--- src/rtl/mux4_rr_arbiter.sv ---
// mux4_rr_arbiter: round-robin arbiter for four requesters. It drives a one-hot
// grant and a matching 2-bit mux select. A single owner holds the grant for at
// most MAX_HOLD cycles. Every output is a register.
module mux4_rr_arbiter #(
  parameter int unsigned MAX_HOLD = 16
) (
  input  logic       clk,
  input  logic       rst,
  input  logic [3:0] req,
  input  logic       done,
  output logic [3:0] grant,
  output logic       s1,
  output logic       s0,
  output logic       busy,
  output logic       timeout
);

  typedef enum logic {
    IDLE = 1'b0,
    BUSY = 1'b1
  } state_t;

  localparam logic [7:0] HOLD_LIM = 8'(MAX_HOLD);

  state_t     state;
  logic [1:0] owner;
  logic [1:0] ptr;
  logic [7:0] hcnt;

  logic [1:0] win;
  logic       found;
  logic [1:0] idx;
  logic       at_limit;
  logic       release_now;

  // Winner is the first requester found scanning upward from ptr, modulo 4.
  always_comb begin
    win   = ptr;
    found = 1'b0;
    idx   = '0;
    for (int unsigned i = 0; i < 4; i++) begin
      idx = ptr + 2'(i);
      if (!found && req[idx]) begin
        win   = idx;
        found = 1'b1;
      end
    end
  end

  // The owner lets go on done, on dropping its request, or on reaching the hold limit.
  always_comb begin
    at_limit    = (hcnt == HOLD_LIM);
    release_now = done || !req[owner] || at_limit;
  end

  // Two-state grant FSM. The mux select keeps the last owner while idle.
  always_ff @(posedge clk or posedge rst) begin
    if (rst) begin
      state   <= IDLE;
      owner   <= '0;
      ptr     <= '0;
      hcnt    <= '0;
      grant   <= '0;
      s1      <= 1'b0;
      s0      <= 1'b0;
      busy    <= 1'b0;
      timeout <= 1'b0;
    end else begin
      timeout <= 1'b0;
      case (state)
        IDLE: begin
          if (|req) begin
            owner    <= win;
            grant    <= 4'b0001 << win;
            {s1, s0} <= win;
            busy     <= 1'b1;
            hcnt     <= 8'd1;
            ptr      <= win + 2'd1;
            state    <= BUSY;
          end
        end
        BUSY: begin
          if (release_now) begin
            grant   <= '0;
            busy    <= 1'b0;
            hcnt    <= '0;
            state   <= IDLE;
            // Only a forced release raises timeout. A voluntary release in the
            // same cycle as the limit does not.
            timeout <= at_limit && !done && req[owner];
          end else if (hcnt != 8'hFF) begin
            hcnt <= hcnt + 8'd1;
          end
        end
        default: state <= IDLE;
      endcase
    end
  end

endmodule
--- config.mk ---
export PLATFORM = sky130hd
export DESIGN_NAME = mux4_rr_arbiter
export DESIGN_NICKNAME = d
export VERILOG_FILES = /design/src/rtl/mux4_rr_arbiter.sv
export SDC_FILE = /design/constraint.sdc
export NUM_CORES = 1
export LEC_CHECK = 0
export CORE_MARGIN = 2
export CORE_UTILIZATION = 60
export CTS_CLUSTER_DIAMETER = 120
export CTS_CLUSTER_SIZE = 12
export DETAILED_ROUTE_END_ITERATION = 10
export DONT_BUFFER_PORTS = 1
export GPL_TIMING_DRIVEN = 1
export PLACE_DENSITY = 0.87
export SYNTH_ARGS = -nofsm -noshare
export SYNTH_HDL_FRONTEND = slang
export SYNTH_SLANG_ARGS = --single-unit
--- constraint.sdc ---
create_clock -name clk -period 3.8 [get_ports clk]
set_clock_uncertainty 0.1 [all_clocks]
set_input_delay 0.38 -clock clk [delete_from_list [all_inputs] [get_ports clk]]
set_output_delay 0.38 -clock clk [all_outputs]
set_load 0.03 [all_outputs]
Yosys cells after proc, flatten, opt, wreduce, memory -nomap -nowiden. Index checks and enable logic that the tools add are counted.

Output and inout bits: 8. Register bits after elaboration: 21. Word-level logic and storage cells: 73.

Order comparisons: 5. Mux-type cells: 31. Bitwise operators: 1. Shifts and indexed selects: 1. Equal/unequal tests: 5. Reductions and logical operators: 16. Add/sub/neg operators: 5.

Operator list (count): 8-bit 2-to-1 mux (3); 8-bit case mux with 2 select lines (1); 2-bit by 3-bit < comparator with 1-bit output (second input constant) (5); 1-bit 2-to-1 mux (14); 1-bit binary-select mux with 2-bit select (5); 8-bit by 1-bit adder with 8-bit output (second input constant) (1); 8-bit by 5-bit == test with 1-bit output (second input constant) (1); 4-bit 2-to-1 mux (2); 8-bit != test (second input constant) (1); 4-bit case mux with 2 select lines (1); 2-bit 2-to-1 mux (3); 2-bit AND reduction (3); 1-bit logical AND (5); 1-bit logical NOT (5); 2-bit by 1-bit adder with 2-bit output (second input constant) (2); 2-bit adder (second input constant) (2); 1-bit case mux with 2 select lines (2); 4-bit OR reduction (1); 1-bit by 2-bit << shifter with 4-bit output (first input constant) (1); 3-bit by 1-bit != test with 1-bit output (second input constant) (1); 1-bit logical OR (2); 2-bit by 1-bit != test with 1-bit output (second input constant) (1); 2-bit != test (second input constant) (1); 1-bit inverter (1).

Depth between registers and ports, before layout.
Depth in word-level cells: 15. Depth in mapped cells: 7.

Least setup slack after synthesis. No wires, ideal clock.

Kind: flip-flop to flip-flop. Start: reg owner[0]. End: reg grant[1]. Cell stages (with the launch flop): 6. Setup time: 0.121 ns. Arrival time: 1.630 ns. Clock period less this slack: 1.851 ns. Data required time: 3.579 ns. Slack: 1.949 ns. Cell sequence: dfrtp_1 mux4_2 nor2b_4 nand3_2 o21ai_2 a22o_1.

Word-level cells in the longest chain between the ends: 7.

Ends and longest elaborated chain: start: declaration (line 26) `logic [1:0] owner;`; start signal: assignment (line 73) `owner <= win;`; 1-bit binary-select mux with 2-bit select (line 53) `release_now = done || !req[owner] || at_limit;`; 1-bit 2-to-1 mux (implied by the code) (line 53); 1-bit logical NOT (line 53); 1-bit logical OR (2 in a row) (line 53); 2-bit by 1-bit != test with 1-bit output (no source line); 2-bit AND reduction (no source line); end signal: assignment (line 74) `grant <= 4'b0001 << win;`; end: declaration (line 11) `output logic [3:0] grant,`.

Every way passes these cells. The select of a mux whose other input is x is not followed. A chain may end at the register's enable or synchronous reset.

Worst setup path in the final report. Ends and elaborated chain as after synthesis.

==> qor.txt <==
Slew HR -> 53.1%
quantity of I/O buffers inserted on ports -> 0
outcome -> completed
buffer type at the clock tree root -> clkbuf_4
vias after detailed routing -> 817
wirelength, routed -> 2170 um
clock tree sinks -> 19
Detail Placement HPWL -> 1610 um
setup violators final -> 0
cell count after placement -> 127
routability congestion estimate from global placement -> 0.878
H-tree level count -> 1
overall die width -> 46.3 um
kind of launch point of the worst setup path -> flip-flop
syn_nets -> 113
number of warnings issued by yosys -> 0
Clk Latency, worst-skew pair -> 300 ps
final-report max-slew violation count -> 0
I/O pins -> 15
maximum net fanout on the critical path -> 6
maximum clock path buffer count -> 2
CP arrival -> 2120 ps
first-pass GRT wire length -> 3490 um
peak clock frequency supported by timing -> 0.494 GHz
VDD IR-drop max -> 0.524 mV
post-route minimum period -> 2030 ps
number of synthesized register bits -> 19
die footprint -> 2150 um2
proportion of layout cells with a drive suffix above 1 -> 15.0%
final-layout setup total negative slack -> 0 ps
Clock transition at path regs -> 110 ps
Final Non-Filler Cells -> 132
class of the worst hold path -> in -> reg
category of cells accounting for the largest share of critical-path delay -> flip-flops
DRC marker count from the first detailed-route iteration -> 34
remaining global-route overflow -> 0
number of max-capacitance violations reported -> 0
power density over cell area -> 661 nW/um2
post-CTS sizing -> 0
leakage power total -> 0.000469 uW
layout overhead on the synthesized area -> 5.47%
largest stage delay on the critical path -> 590 ps
RSZ-0062 raised after global routing -> no
routed len/inst -> 16.4 um
transition time at the pin with the least slew margin -> 702 ps
starting density of the core -> 62.9%
area share of the largest cell type after synthesis -> 44.2%
cell-by-cell listing of the critical path -> mux4_2 > nor2b_4 > nand3_2 > o21ai_2 > a22o_1
post-synth cell types -> 42
DIE HEIGHT -> 46.3 um
count of final hold-check violations -> 0
via count of the first global-routing pass -> 781
global-route total usage across every layer -> 23.8%
part of the Yosys area used for sequential elements -> 44.2%
number of detailed-route iterations in the first pass -> 4
Post-DRT Antenna Nets -> 0
net total in the final layout -> 117
Power Total -> 749 uW
antenna diode count -> 0
number of setup buffers added after CTS -> 0
buffering stage count on the worst path with inverters included -> 0
fillcell total -> 128
area of the mapped netlist -> 1070 um2
crit path kind -> reg -> reg
leading area contributor after synthesis -> dfrtp_1
pin count of the biggest net entering global routing -> 20
initial antenna violation count -> 0
number of clock buffers inserted by TritonCTS -> 3
top area cells in the synthesized netlist -> dfrtp_1 44%, nor2_1 3.8%, nand2_1 2.8%
type of element capturing the critical path -> flip-flop
Std-Cell Rows -> 15
routed via count divided by cell count -> 6.19
Max stage delay cell, worst path -> dfrtp_1
remaining routing DRC violations -> 0
TritonCTS clock tree -> yes
share of the cycle needed by the critical path after routing -> 53.3%
worst path required time -> 3890 ps
Synth Instances -> 104
Mean Syn Cell Area -> 10.3 um2
tightest hold margin -> 187 ps
area of the core -> 1710 um2
==> worst register-to-register path: stages (launching register included) <==
cell	delay, ps
dfrtp_1	590
mux4_2	560
nor2b_4	160
nand3_2	120
o21ai_2	120
a22o_1	270
==> placed cells by master, fill, tap and decap left out, types with 3 or more instances in the layout <==
cell,count
dfrtp_1,19
nor2_1,11
nand2_1,8
inv_1,6
nor3_1,4
o21ai_0,3
clkbuf_4,3
==> per-stage QoR <==
stage,worst slack [ps],cell area [um2],utilization (%)
final,1770,1130,66.4
after global routing,1720,1130,66.4
after CTS,1770,1130,66.4
after detailed placement,1800,1100,64.2
after global placement,1880,1100,64.2
after floorplan,1950,1070,-
==> synthesized netlist by cell type (all sizes together) <==
master    n
o2bb2ai   2
nand2b    2
ha        2
a22o      2
o22ai     1
buf       2
a211oi    1
o2111ai   1
nand4     2
o21ai     5
and2      2
a31oi     1
a21oi     2
mux4      1
nor2     12
a21o      2
nor4b     2
xnor2     2
nor4      1
or3b      1
o32ai     1
nor3b     1
nor3      4
or4       1
a2bb2oi   2
inv       6
o211ai    1
nand3     4
dfrtp    19
or3       2
nand2     9
xor2      2
o31ai     1
o22a      1
a32oi     1
nor2b     3
==> logic make-up after synthesis <==
| kind of cell | share of synthesized area [%] |
|---|---|
| simple gates | 24.8 |
| compound gates | 20.3 |
| flops | 44.2 |
| buf+inv | 3.03 |
| xor+xnor | 3.26 |
| fa+ha+maj | 2.33 |
| mux | 2.10 |
==> per-layer routing <==
metal  vias up  track usage [%]  wire (um)
met4         0             10.3         35
met3         5             5.10         91
met5         -                0          0
li1        384                -          -
met1       402             32.2        989
met2        26             36.7       1050
==> where the power goes <==
part	internal [uW]	total (uW)	switching [uW]
Combinational	110	245	135
Sequential	260	402	142
Clock	39.3	102	62.5
==> worst paths after layout <==
| kind | slack, ps | cells after the start | to | from |
|---|---|---|---|---|
| worst max-delay path | 1770 | 5 | grant[1] | owner[0] |
| worst min-delay path | 190 | 2 | timeout | done |
| worst max register to register | 1770 | 5 | grant[1] | owner[0] |
| worst min register to register | 470 | 1 | hcnt[6] | hcnt[6] |
| max in group asynchronous | 2630 | 2 | ptr[0] | rst |
| min in group asynchronous | 530 | 2 | busy | rst |
==> flip-flops by register name, summed over array words and instances (netlist names) <==
register and count:
busy 1, grant 4, hcnt 8, owner 1
ptr 2, s1 1, state 1, timeout 1
==> final cells by class <==
cell class / instances / area, um2 / area share [%]
clock buffer: 3 / 22.5 / 1.99
tap: 25 / 31.3 / 2.76
clock inverter: 1 / 5.00 / 0.442
multi-input combinational: 77 / 567 / 50.0
sequential: 19 / 475 / 41.9
inverter: 6 / 22.5 / 1.99
timing repair buffer: 1 / 10.0 / 0.883
==> repair_timing <==
item                                    in CTS  in global routing
hold buffers                                 1                  0
endpoints found under the setup margin       0                  0
endpoints found under the hold margin       11                  0
Note: power is estimated with default switching activity, not from simulation.
